===== src/rtl/mem_wb_skid_stage.sv =====
// MEM->WB pipeline boundary: valid/ready handshake with a one-entry skid
// buffer, synchronous flush, precomputed write-back data, gated register-file
// write enable, EX bypass port and a retired-instruction counter.
module mem_wb_skid_stage #(
  parameter int unsigned DW    = 32,
  parameter int unsigned RW    = 5,
  parameter int unsigned IW    = 32,
  parameter int unsigned CNT_W = 32
) (
  input  logic             clk,
  input  logic             rst,
  input  logic             flush,
  input  logic             in_valid,
  output logic             in_ready,
  input  logic [DW-1:0]    in_alu_c,
  input  logic [DW-1:0]    in_dm_data,
  input  logic [RW-1:0]    in_rd,
  input  logic             in_regw,
  input  logic             in_mem2r,
  input  logic [IW-1:0]    in_instr,
  output logic             out_valid,
  input  logic             out_ready,
  output logic [DW-1:0]    out_alu_c,
  output logic [DW-1:0]    out_dm_data,
  output logic [RW-1:0]    out_rd,
  output logic             out_regw,
  output logic             out_mem2r,
  output logic [IW-1:0]    out_instr,
  output logic [DW-1:0]    out_wb_data,
  output logic             rf_we,
  output logic             fwd_valid,
  output logic [RW-1:0]    fwd_rd,
  output logic [DW-1:0]    fwd_data,
  output logic [CNT_W-1:0] retired_cnt
);

  // Output-register state
  logic          out_valid_q, out_valid_d;
  logic [DW-1:0] out_alu_c_q, out_alu_c_d;
  logic [DW-1:0] out_dm_data_q, out_dm_data_d;
  logic [RW-1:0] out_rd_q, out_rd_d;
  logic          out_regw_q, out_regw_d;
  logic          out_mem2r_q, out_mem2r_d;
  logic [IW-1:0] out_instr_q, out_instr_d;
  logic [DW-1:0] out_wb_data_q, out_wb_data_d;

  // Skid-register state (always younger than OUT)
  logic          skid_valid_q, skid_valid_d;
  logic [DW-1:0] skid_alu_c_q, skid_alu_c_d;
  logic [DW-1:0] skid_dm_data_q, skid_dm_data_d;
  logic [RW-1:0] skid_rd_q, skid_rd_d;
  logic          skid_regw_q, skid_regw_d;
  logic          skid_mem2r_q, skid_mem2r_d;
  logic [IW-1:0] skid_instr_q, skid_instr_d;
  logic [DW-1:0] skid_wb_data_q, skid_wb_data_d;

  logic             in_ready_q, in_ready_d;
  logic [CNT_W-1:0] retired_cnt_q, retired_cnt_d;

  logic          acc, pop;
  logic [DW-1:0] in_wb_data;

  // Next-state: load OUT from input or SKID, spill into SKID, drain, or flush
  always_comb begin
    out_valid_d    = out_valid_q;
    out_alu_c_d    = out_alu_c_q;
    out_dm_data_d  = out_dm_data_q;
    out_rd_d       = out_rd_q;
    out_regw_d     = out_regw_q;
    out_mem2r_d    = out_mem2r_q;
    out_instr_d    = out_instr_q;
    out_wb_data_d  = out_wb_data_q;
    skid_valid_d   = skid_valid_q;
    skid_alu_c_d   = skid_alu_c_q;
    skid_dm_data_d = skid_dm_data_q;
    skid_rd_d      = skid_rd_q;
    skid_regw_d    = skid_regw_q;
    skid_mem2r_d   = skid_mem2r_q;
    skid_instr_d   = skid_instr_q;
    skid_wb_data_d = skid_wb_data_q;

    acc        = in_valid & in_ready_q;
    pop        = out_valid_q & out_ready;
    in_wb_data = in_mem2r ? in_dm_data : in_alu_c;

    // WB sampled a popped entry this cycle, so it retires even under flush
    retired_cnt_d = retired_cnt_q + CNT_W'(pop);

    if (flush) begin
      out_valid_d  = 1'b0;
      skid_valid_d = 1'b0;
    end else if (pop && skid_valid_q) begin
      // in_ready is low while SKID is full, so no accept can collide here
      out_alu_c_d   = skid_alu_c_q;
      out_dm_data_d = skid_dm_data_q;
      out_rd_d      = skid_rd_q;
      out_regw_d    = skid_regw_q;
      out_mem2r_d   = skid_mem2r_q;
      out_instr_d   = skid_instr_q;
      out_wb_data_d = skid_wb_data_q;
      skid_valid_d  = 1'b0;
    end else if (acc && (!out_valid_q || pop)) begin
      out_valid_d   = 1'b1;
      out_alu_c_d   = in_alu_c;
      out_dm_data_d = in_dm_data;
      out_rd_d      = in_rd;
      out_regw_d    = in_regw;
      out_mem2r_d   = in_mem2r;
      out_instr_d   = in_instr;
      out_wb_data_d = in_wb_data;
    end else if (acc) begin
      skid_valid_d   = 1'b1;
      skid_alu_c_d   = in_alu_c;
      skid_dm_data_d = in_dm_data;
      skid_rd_d      = in_rd;
      skid_regw_d    = in_regw;
      skid_mem2r_d   = in_mem2r;
      skid_instr_d   = in_instr;
      skid_wb_data_d = in_wb_data;
    end else if (pop) begin
      out_valid_d = 1'b0;
    end

    in_ready_d = ~skid_valid_d;
  end

  // State registers, cleared asynchronously
  always_ff @(posedge clk or posedge rst) begin
    if (rst) begin
      out_valid_q    <= 1'b0;
      out_alu_c_q    <= '0;
      out_dm_data_q  <= '0;
      out_rd_q       <= '0;
      out_regw_q     <= 1'b0;
      out_mem2r_q    <= 1'b0;
      out_instr_q    <= '0;
      out_wb_data_q  <= '0;
      skid_valid_q   <= 1'b0;
      skid_alu_c_q   <= '0;
      skid_dm_data_q <= '0;
      skid_rd_q      <= '0;
      skid_regw_q    <= 1'b0;
      skid_mem2r_q   <= 1'b0;
      skid_instr_q   <= '0;
      skid_wb_data_q <= '0;
      in_ready_q     <= 1'b1;
      retired_cnt_q  <= '0;
    end else begin
      out_valid_q    <= out_valid_d;
      out_alu_c_q    <= out_alu_c_d;
      out_dm_data_q  <= out_dm_data_d;
      out_rd_q       <= out_rd_d;
      out_regw_q     <= out_regw_d;
      out_mem2r_q    <= out_mem2r_d;
      out_instr_q    <= out_instr_d;
      out_wb_data_q  <= out_wb_data_d;
      skid_valid_q   <= skid_valid_d;
      skid_alu_c_q   <= skid_alu_c_d;
      skid_dm_data_q <= skid_dm_data_d;
      skid_rd_q      <= skid_rd_d;
      skid_regw_q    <= skid_regw_d;
      skid_mem2r_q   <= skid_mem2r_d;
      skid_instr_q   <= skid_instr_d;
      skid_wb_data_q <= skid_wb_data_d;
      in_ready_q     <= in_ready_d;
      retired_cnt_q  <= retired_cnt_d;
    end
  end

  // Invalid entries never write the register file, and r0 is never written
  assign rf_we = out_valid_q & out_regw_q & (out_rd_q != '0);

  assign in_ready    = in_ready_q;
  assign out_valid   = out_valid_q;
  assign out_alu_c   = out_alu_c_q;
  assign out_dm_data = out_dm_data_q;
  assign out_rd      = out_rd_q;
  assign out_regw    = out_regw_q;
  assign out_mem2r   = out_mem2r_q;
  assign out_instr   = out_instr_q;
  assign out_wb_data = out_wb_data_q;
  assign fwd_valid   = rf_we;
  assign fwd_rd      = out_rd_q;
  assign fwd_data    = out_wb_data_q;
  assign retired_cnt = retired_cnt_q;

endmodule


===== config.mk =====
export PLATFORM = sky130hd
export DESIGN_NAME = mem_wb_skid_stage
export DESIGN_NICKNAME = d
export VERILOG_FILES = /design/src/rtl/mem_wb_skid_stage.sv
export SDC_FILE = /design/constraint.sdc
export NUM_CORES = 1
export LEC_CHECK = 0
export CAP_MARGIN = 15
export CORE_UTILIZATION = 25
export CTS_CLUSTER_SIZE = 20
export DETAILED_ROUTE_END_ITERATION = 12
export MAX_ROUTING_LAYER = met4
export SYNTH_ARGS = -nofsm -noshare
export SYNTH_HDL_FRONTEND = slang
export SYNTH_SLANG_ARGS = --single-unit
export TNS_END_PERCENT = 100

===== constraint.sdc =====
create_clock -name clk -period 20.8 [get_ports clk]
set_input_delay 2.08 -clock clk [delete_from_list [all_inputs] [get_ports clk]]
set_output_delay 2.08 -clock clk [all_outputs]
set_load 0.05 [all_outputs]

=== Word level (Yosys, flattened, before mapping) ===
Index checks and enable logic that the tools add are counted.
Widths: inputs -> output; s select.

* Flip-flop bits (word level): 305
* Input bits: 108
* Output and inout bits: 208
* Logic and storage cells: 63

* Add/sub/neg operators: 1
* Equal/unequal tests: 2
* Mux-type cells: 24
* Bitwise operators: 8
* Reductions and logical operators: 10

{| class="wikitable"
|+ Operators by type and width
! kind !! number
|-
| $mux 32 || 9
|-
| $add 32x1->32 || 1
|-
| $mux 1 || 13
|-
| $mux 5 || 2
|-
| $reduce_bool 5->1 || 1
|-
| $and 1x1->1 || 4
|-
| $not 1->1 || 4
|-
| $reduce_and 4->1 || 1
|-
| $ne 3x2->1 const B || 1
|-
| $reduce_and 3->1 || 1
|-
| $reduce_bool 3->1 || 1
|-
| $logic_and 1x1->1 || 2
|-
| $ne 2x2->1 const B || 1
|-
| $reduce_and 2->1 || 1
|-
| $reduce_bool 2->1 || 1
|-
| $logic_not 1->1 || 1
|-
| $logic_or 1x1->1 || 1
|}

=== Longest topological paths before layout ===
Gate-level depths: netlist of run 1.

* Word-level depth: 7
* Mapped depth: 8

=== Worst setup path before layout of run 1 ===
OpenSTA, ideal clock, no wires.

* Kind: register to output
* From: register out_rd_q[0] (netlist: fwd_rd[0])
* To: output port rf_we
* Arrival time: 1747 ps
* Data required time: 18720 ps
* Path slack: 16973 ps
* Cell stages (with the launch flop): 4
* Buffers on the path: 1
* Path through: dfrtp_1 -> or3_1 -> o311a_1 -> buf_4

* Cells in the longest elaborated chain, start to end: 2

{| class="wikitable"
|+ RTL lines
! what !! RTL line !! text
|-
| start: declaration || 41 || <nowiki>logic [RW-1:0] out_rd_q, out_rd_d;</nowiki>
|-
| start signal: assignment || 152 || <nowiki>out_rd_q <= out_rd_d;</nowiki>
|-
| $reduce_bool 5->1 || 171 || <nowiki>assign rf_we = out_valid_q & out_regw_q & (out_rd_q != '0);</nowiki>
|-
| $and 1x1->1 || 171 ||
|-
| end: declaration || 30 || <nowiki>output logic rf_we,</nowiki>
|}

Every way passes these cells.

=== Worst setup path after layout of run 1 ===
Same ends and word-level chain as after synthesis.

==> results of run 1 <==
-- final timing paths --
check / slack [ns] / from / depth (start not counted) / end
setup reg to reg: 17.82 / out_valid / 5 / out_alu_c[26]
hold reg to reg: 0.48 / out_dm_data[15] / 2 / out_dm_data[15]
hold / removal: 0.48 / out_dm_data[15] / 2 / out_dm_data[15]
max in group asynchronous: 16.52 / rst / 4 / out_dm_data[5]
setup / recovery: 16.32 / fwd_rd[0] / 3 / rf_we
min in group asynchronous: 2.06 / rst / 2 / out_dm_data[21]
-- power breakdown --
part           switching, mW  leakage, nW  internal [mW]
clock network          0.255        0.586          0.381
registers             0.0794         3.77          0.717
logic                  0.349         4.03          0.204
total                  0.683         8.38           1.30
-- flip-flops by register name, indices dropped and copies added (netlist names), 32 cells and up --
register and count:
fwd_data 32, out_alu_c 32, out_dm_data 32, out_instr 32, retired_cnt 32, skid_alu_c_q 32
skid_dm_data_q 32, skid_instr_q 32, skid_wb_data_q 32
-- cell type report --
class	count	area, µm²
fillers	5199	34610
flip-flops and latches	305	7634
multi-input cells	741	4991
repair buffers	325	3236
clock buffers	57	1114
well taps	688	860.8
clock inverters	9	76.32
inverters	6	30.03
diodes	1	2.502
-- layer usage --
layer / share of wire [%] / wire, µm / global-route usage (%)
met1: 44 / 15180 / 16.15
met2: 47 / 16230 / 20.72
met3: 6.3 / 2160 / 3.787
met4: 1.9 / 667 / 3.533
met5: 0 / 0 / -
-- cell usage in the layout, fill, tap and decap left out, types with 5 or more instances in the layout --
cell type,netlist,final
a21oi_1,33,33
and4_1,5,5
buf_4,42,9
clkbuf_1,24,11
clkbuf_16,0,39
clkbuf_8,0,7
clkdlybuf4s50_1,0,314
clkinv_2,0,6
dfrtp_1,304,304
inv_1,6,5
mux2_2,103,103
mux2i_1,135,135
nand2_1,179,179
nand3_1,13,12
nand4_1,10,10
nor2_1,38,38
nor3_1,7,7
o21ai_0,116,116
o21ai_1,52,52
xnor2_1,12,12
xor2_1,18,18
-- cells by family after synthesis --
kind of cell	Yosys count	synth area share [%]
flip-flops	305	57.39
multiplexers	238	18.88
adder cells (fa/ha/maj)	2	0.1881
AND/OR/NAND/NOR	267	8.523
AO/OA/AOI/OAI	204	7.752
XOR/XNOR	30	1.976
buffers and inverters	117	5.287
-- critical path, cell delays in order, from the launching register on --
cell and delay, ns:
dfrtp_1 0.41, or3_1 0.40, o311a_1 0.34, clkdlybuf4s50_1 0.72
==> results.yml, run 1 <==
yosys:
  yosys_warnings: 0
  synthesis.nets: 1273
  synthTopCellsByArea: "dfrtp_1, mux2i_1, mux2_2"
  synth_edf_count: 0
  yosysUniqueCellTypes: 32
  synthFlopType: "dfrtp_1"
  synth_largest_area_cell: "dfrtp_1"
  ys_seq_area_share_pct: 57.39
  netlist_area_um2: 13300
  synthArstFlopShare_pct: 100.0
  yosysMostFrequentCell: "dfrtp_1"
  synth_top_area_share_pct: 57.20
  syn_area_per_cell_um2: 11.44
  netlist_instances: 1163
  netlist_top_cells_count: "dfrtp_1, nand2_1, mux2i_1, o21ai_0, mux2_2"
  ys_seq_elements: 305
hold_path:
  worstHoldPathType: "reg2reg"
sta:
  setup_viol: 0
  fmaxAchievable_ghz: 0.2230
  tns_ns: 0
  drv_slew: 0
  clock_skew_ns: 0.01267
  max_slew_margin_pct: 31.71
  rsz0062_at_grt: "false"
  tightest_slew_ns: 1.024
  period_share_pct: 21.56
  hold_violations: 0
  fin_crit_ns: 4.485
  whs_ns: 0.4788
  setup_ws_ns: 16.32
clocking:
  numCtsBuffers: 38
  cts_root_buf: "clkbuf_16"
  clock_latency_ns: 0.54
  path_clk_slew_ns: 0.05
  cts_resized: 0
  clkSinkCount: 305
  cts.path.max_buffers: 3
  h-tree-depth: 2
  cts_setup_buffers: 0
  cts_tree: "yes"
  cts_hold_buffers: 0
place:
  post-dp-hpwl_um: 22410
  place.gp.congestion: 0.7762
  place_inst: 2065
  postPlaceCellArea_um2: 16750
  post-place-ws_ns: 15.76
  numPortBuffers: 315
setup_path:
  endpoint_kind: "primary output"
  cp.required_ns: 18.72
  cp-start-kind: "flip-flop"
  path_max_fanout: 4
  setup.worst_path.class: "reg2out"
  arrival_ns: 2.40
cells_and_area:
  fin_cells: 2132
  fin_util_pct: 34.15
  layout.nets: 1527
  areaGrowthSynthToFinish_pct: 34.91
  final_cell_area_um2: 17940
  drive_gt1_share_pct: 12.20
pwr:
  vdd_drop_max_v: 0.00005994
  p_leak_nw: 8.380
  pwr_density_cell_nw_per_um2: 110.7
  total_power_mw: 1.986
floorplan:
  die_y_um: 232.7
  dieArea_um2: 54130
  fp.dieW_um: 232.7
  num_rows: 84
  initial_core_util_pct: 25.31
  coreArea_um2: 52550
  ios: 316
detailed_routing:
  drc: 0
  routed_wl_um: 34240
  via_per_inst: 4.322
  route.antenna.remaining_nets: 0
  first_pass_iters: 4
  dr.first_iter.drc_count: 551
  detail_route.wl_per_cell_um: 16.06
  vias: 9214
global_routing:
  antenna_found_initial: 1
  first_global_vias: 9522
  grt_overflow: 0
  grt.total_usage_pct: 13.06
  grt_pass1_wl_um: 54010
  grt_max_degree: 169
status:
  status: "finished clean"
job:
  max_cap_violations: 0
(Power assumes the default switching activity.)
==> inputs of run 2 (changes only) <==
Clock period 20.8 ns to 3.9 ns, I/O delays scaled along.
==> run 2 against run 1 <==
Core utilization up 0.44 points. Largest cell class unchanged. Final cell count up 0.33%. Clock skew up 0.0010 ns. Clock power rose to 5.7 times the previous value. Hold slack worse by 0.37 ns. Combinational power rose to 5.4 times the previous value. Critical path depth unchanged.
==> results.yml, run 2 (synthesis results as in run 1) <==
place:
  place.gp.congestion: 0.8143
  numPortBuffers: 315
  postPlaceCellArea_um2: 16880
  post-dp-hpwl_um: 22850
sta:
  rsz0062_at_grt: "false"
  fmaxAchievable_ghz: 0.3540
  drv_slew: 0
  whs_ns: 0.1111
  hold_violations: 0
  period_share_pct: 72.44
  tns_ns: 0
  max_slew_margin_pct: 38.95
  tightest_slew_ns: 0.9157
  fin_crit_ns: 2.825
  setup_viol: 0
  clock_skew_ns: 0.01368
floorplan:
  fp.dieW_um: 232.7
  initial_core_util_pct: 25.31
  dieArea_um2: 54130
  die_y_um: 232.7
  ios: 316
  num_rows: 84
  coreArea_um2: 52550
setup_path:
  cp-start-kind: "flip-flop"
  arrival_ns: 2.44
  setup.worst_path.class: "reg2out"
  reg2reg_depth: 4
  endpoint_kind: "primary output"
  r2r-end: "out_alu_c[15]"
  endpoint: "rf_we"
  reg2reg_slack_ns: 1.56
  path_max_fanout: 4
  cp.required_ns: 3.51
  critPathLaunch: "fwd_rd[0]"
  r2r_start: "out_valid"
clocking:
  numCtsBuffers: 38
  clock_latency_ns: 0.54
  cts_root_buf: "clkbuf_16"
  cts_setup_buffers: 0
  cts.path.max_buffers: 3
  cts_tree: "yes"
  h-tree-depth: 2
  cts_hold_buffers: 0
  clkSinkCount: 305
  path_clk_slew_ns: 0.06
  cts_resized: 0
detailed_routing:
  route.antenna.remaining_nets: 0
  vias: 9333
  first_pass_iters: 5
  dr.first_iter.drc_count: 423
  detail_route.wl_per_cell_um: 16.01
  drc: 0
  via_per_inst: 4.363
  routed_wl_um: 34250
cells_and_area:
  final_cell_mix: "clkdlybuf4s50_1, dfrtp_1, nand2_1"
  fin_util_pct: 34.58
  layout.nets: 1531
  final_common_cell: "clkdlybuf4s50_1"
  drive_gt1_share_pct: 12.63
  final_cell_area_um2: 18170
  areaGrowthSynthToFinish_pct: 36.64
pwr:
  sequentialPowerShare_pct: 39.2
  p_int_mw: 7.164
  pwr_density_cell_nw_per_um2: 595.9
  p_sw_mw: 3.665
  total_power_mw: 10.83
  comb_power_share_pct: 27.4
  p_leak_nw: 8.476
  power_frac_clock_pct: 33.5
  swShare_pct: 33.84
  vdd_drop_max_v: 0.0003823
global_routing:
  grt.total_usage_pct: 13.05
  grt_max_degree: 151
  grt_pass1_wl_um: 53810
  antenna_found_initial: 1
  first_global_vias: 9308
  grt_overflow: 0
job:
  max_cap_violations: 0
status:
  status: "finished clean"
hold_path:
  worstHoldPathType: "in2async"
==> run 2: cell types whose count changed in the layout (fill, tap and decap cells not counted), moves of 3 or more <==
cell,delta
buf_12,+8
clkinv_4,+3
clkbuf_8,-4
bufinv_16,+3
buf_4,-4
==> run 2: critical path: stages, from the launching register on <==
cell and delay (ns):
dfrtp_1 0.42, or3_1 0.42, o311a_1 0.35, clkdlybuf4s50_1 0.72
==> run 2: routing by layer <==
metal / vias up / part of all wire [%] / GRT usage, %
met1: 4530 / 45 / 16.47
met3: 58 / 6.0 / 3.468
met2: 237 / 47 / 19.93
li1: 4508 / - / -
met5: - / 0 / -
met4: 0 / 2.5 / 4.861
==> run 2: cell type report <==
cell class | instances | area (µm²)
diodes | 2 | 5.005
flip-flops and latches | 305 | 7634
fillers | 5250 | 34380
clock inverters | 14 | 186.4
multi-input cells | 741 | 4991
repair buffers | 329 | 3366
well taps | 688 | 860.8
inverters | 6 | 26.28
clock buffers | 54 | 1105
==> run 2: through the flow <==
stage	setup WS, ns	cells
2_1_floorplan	-0.5462	1163
3_3_place_gp	1.307	2069
3_5_place_dp	1.249	2069
4_1_cts	1.005	2137
5_1_grt	0.9818	2138
6_report	1.075	2139
==> run 2: power groups by stage <==
stage	clock network (mW)	logic, mW	registers [mW]
finish	3.62	2.97	4.24
global route	3.88	3.15	4.33
CTS	3.77	3.00	4.25
detailed placement	0	3.00	4.30
global placement	0	2.95	4.27
floorplan	0	1.11	5.15
==> run 2: worst min-delay path by stage <==
stage,to,cells past startpoint
final,out_dm_data[9],2
after detailed placement,out_alu_c[10],2
after CTS,out_dm_data[9],2
after global placement,out_instr[20],2
after global routing,out_dm_data[9],2
after floorplan,in_ready,1
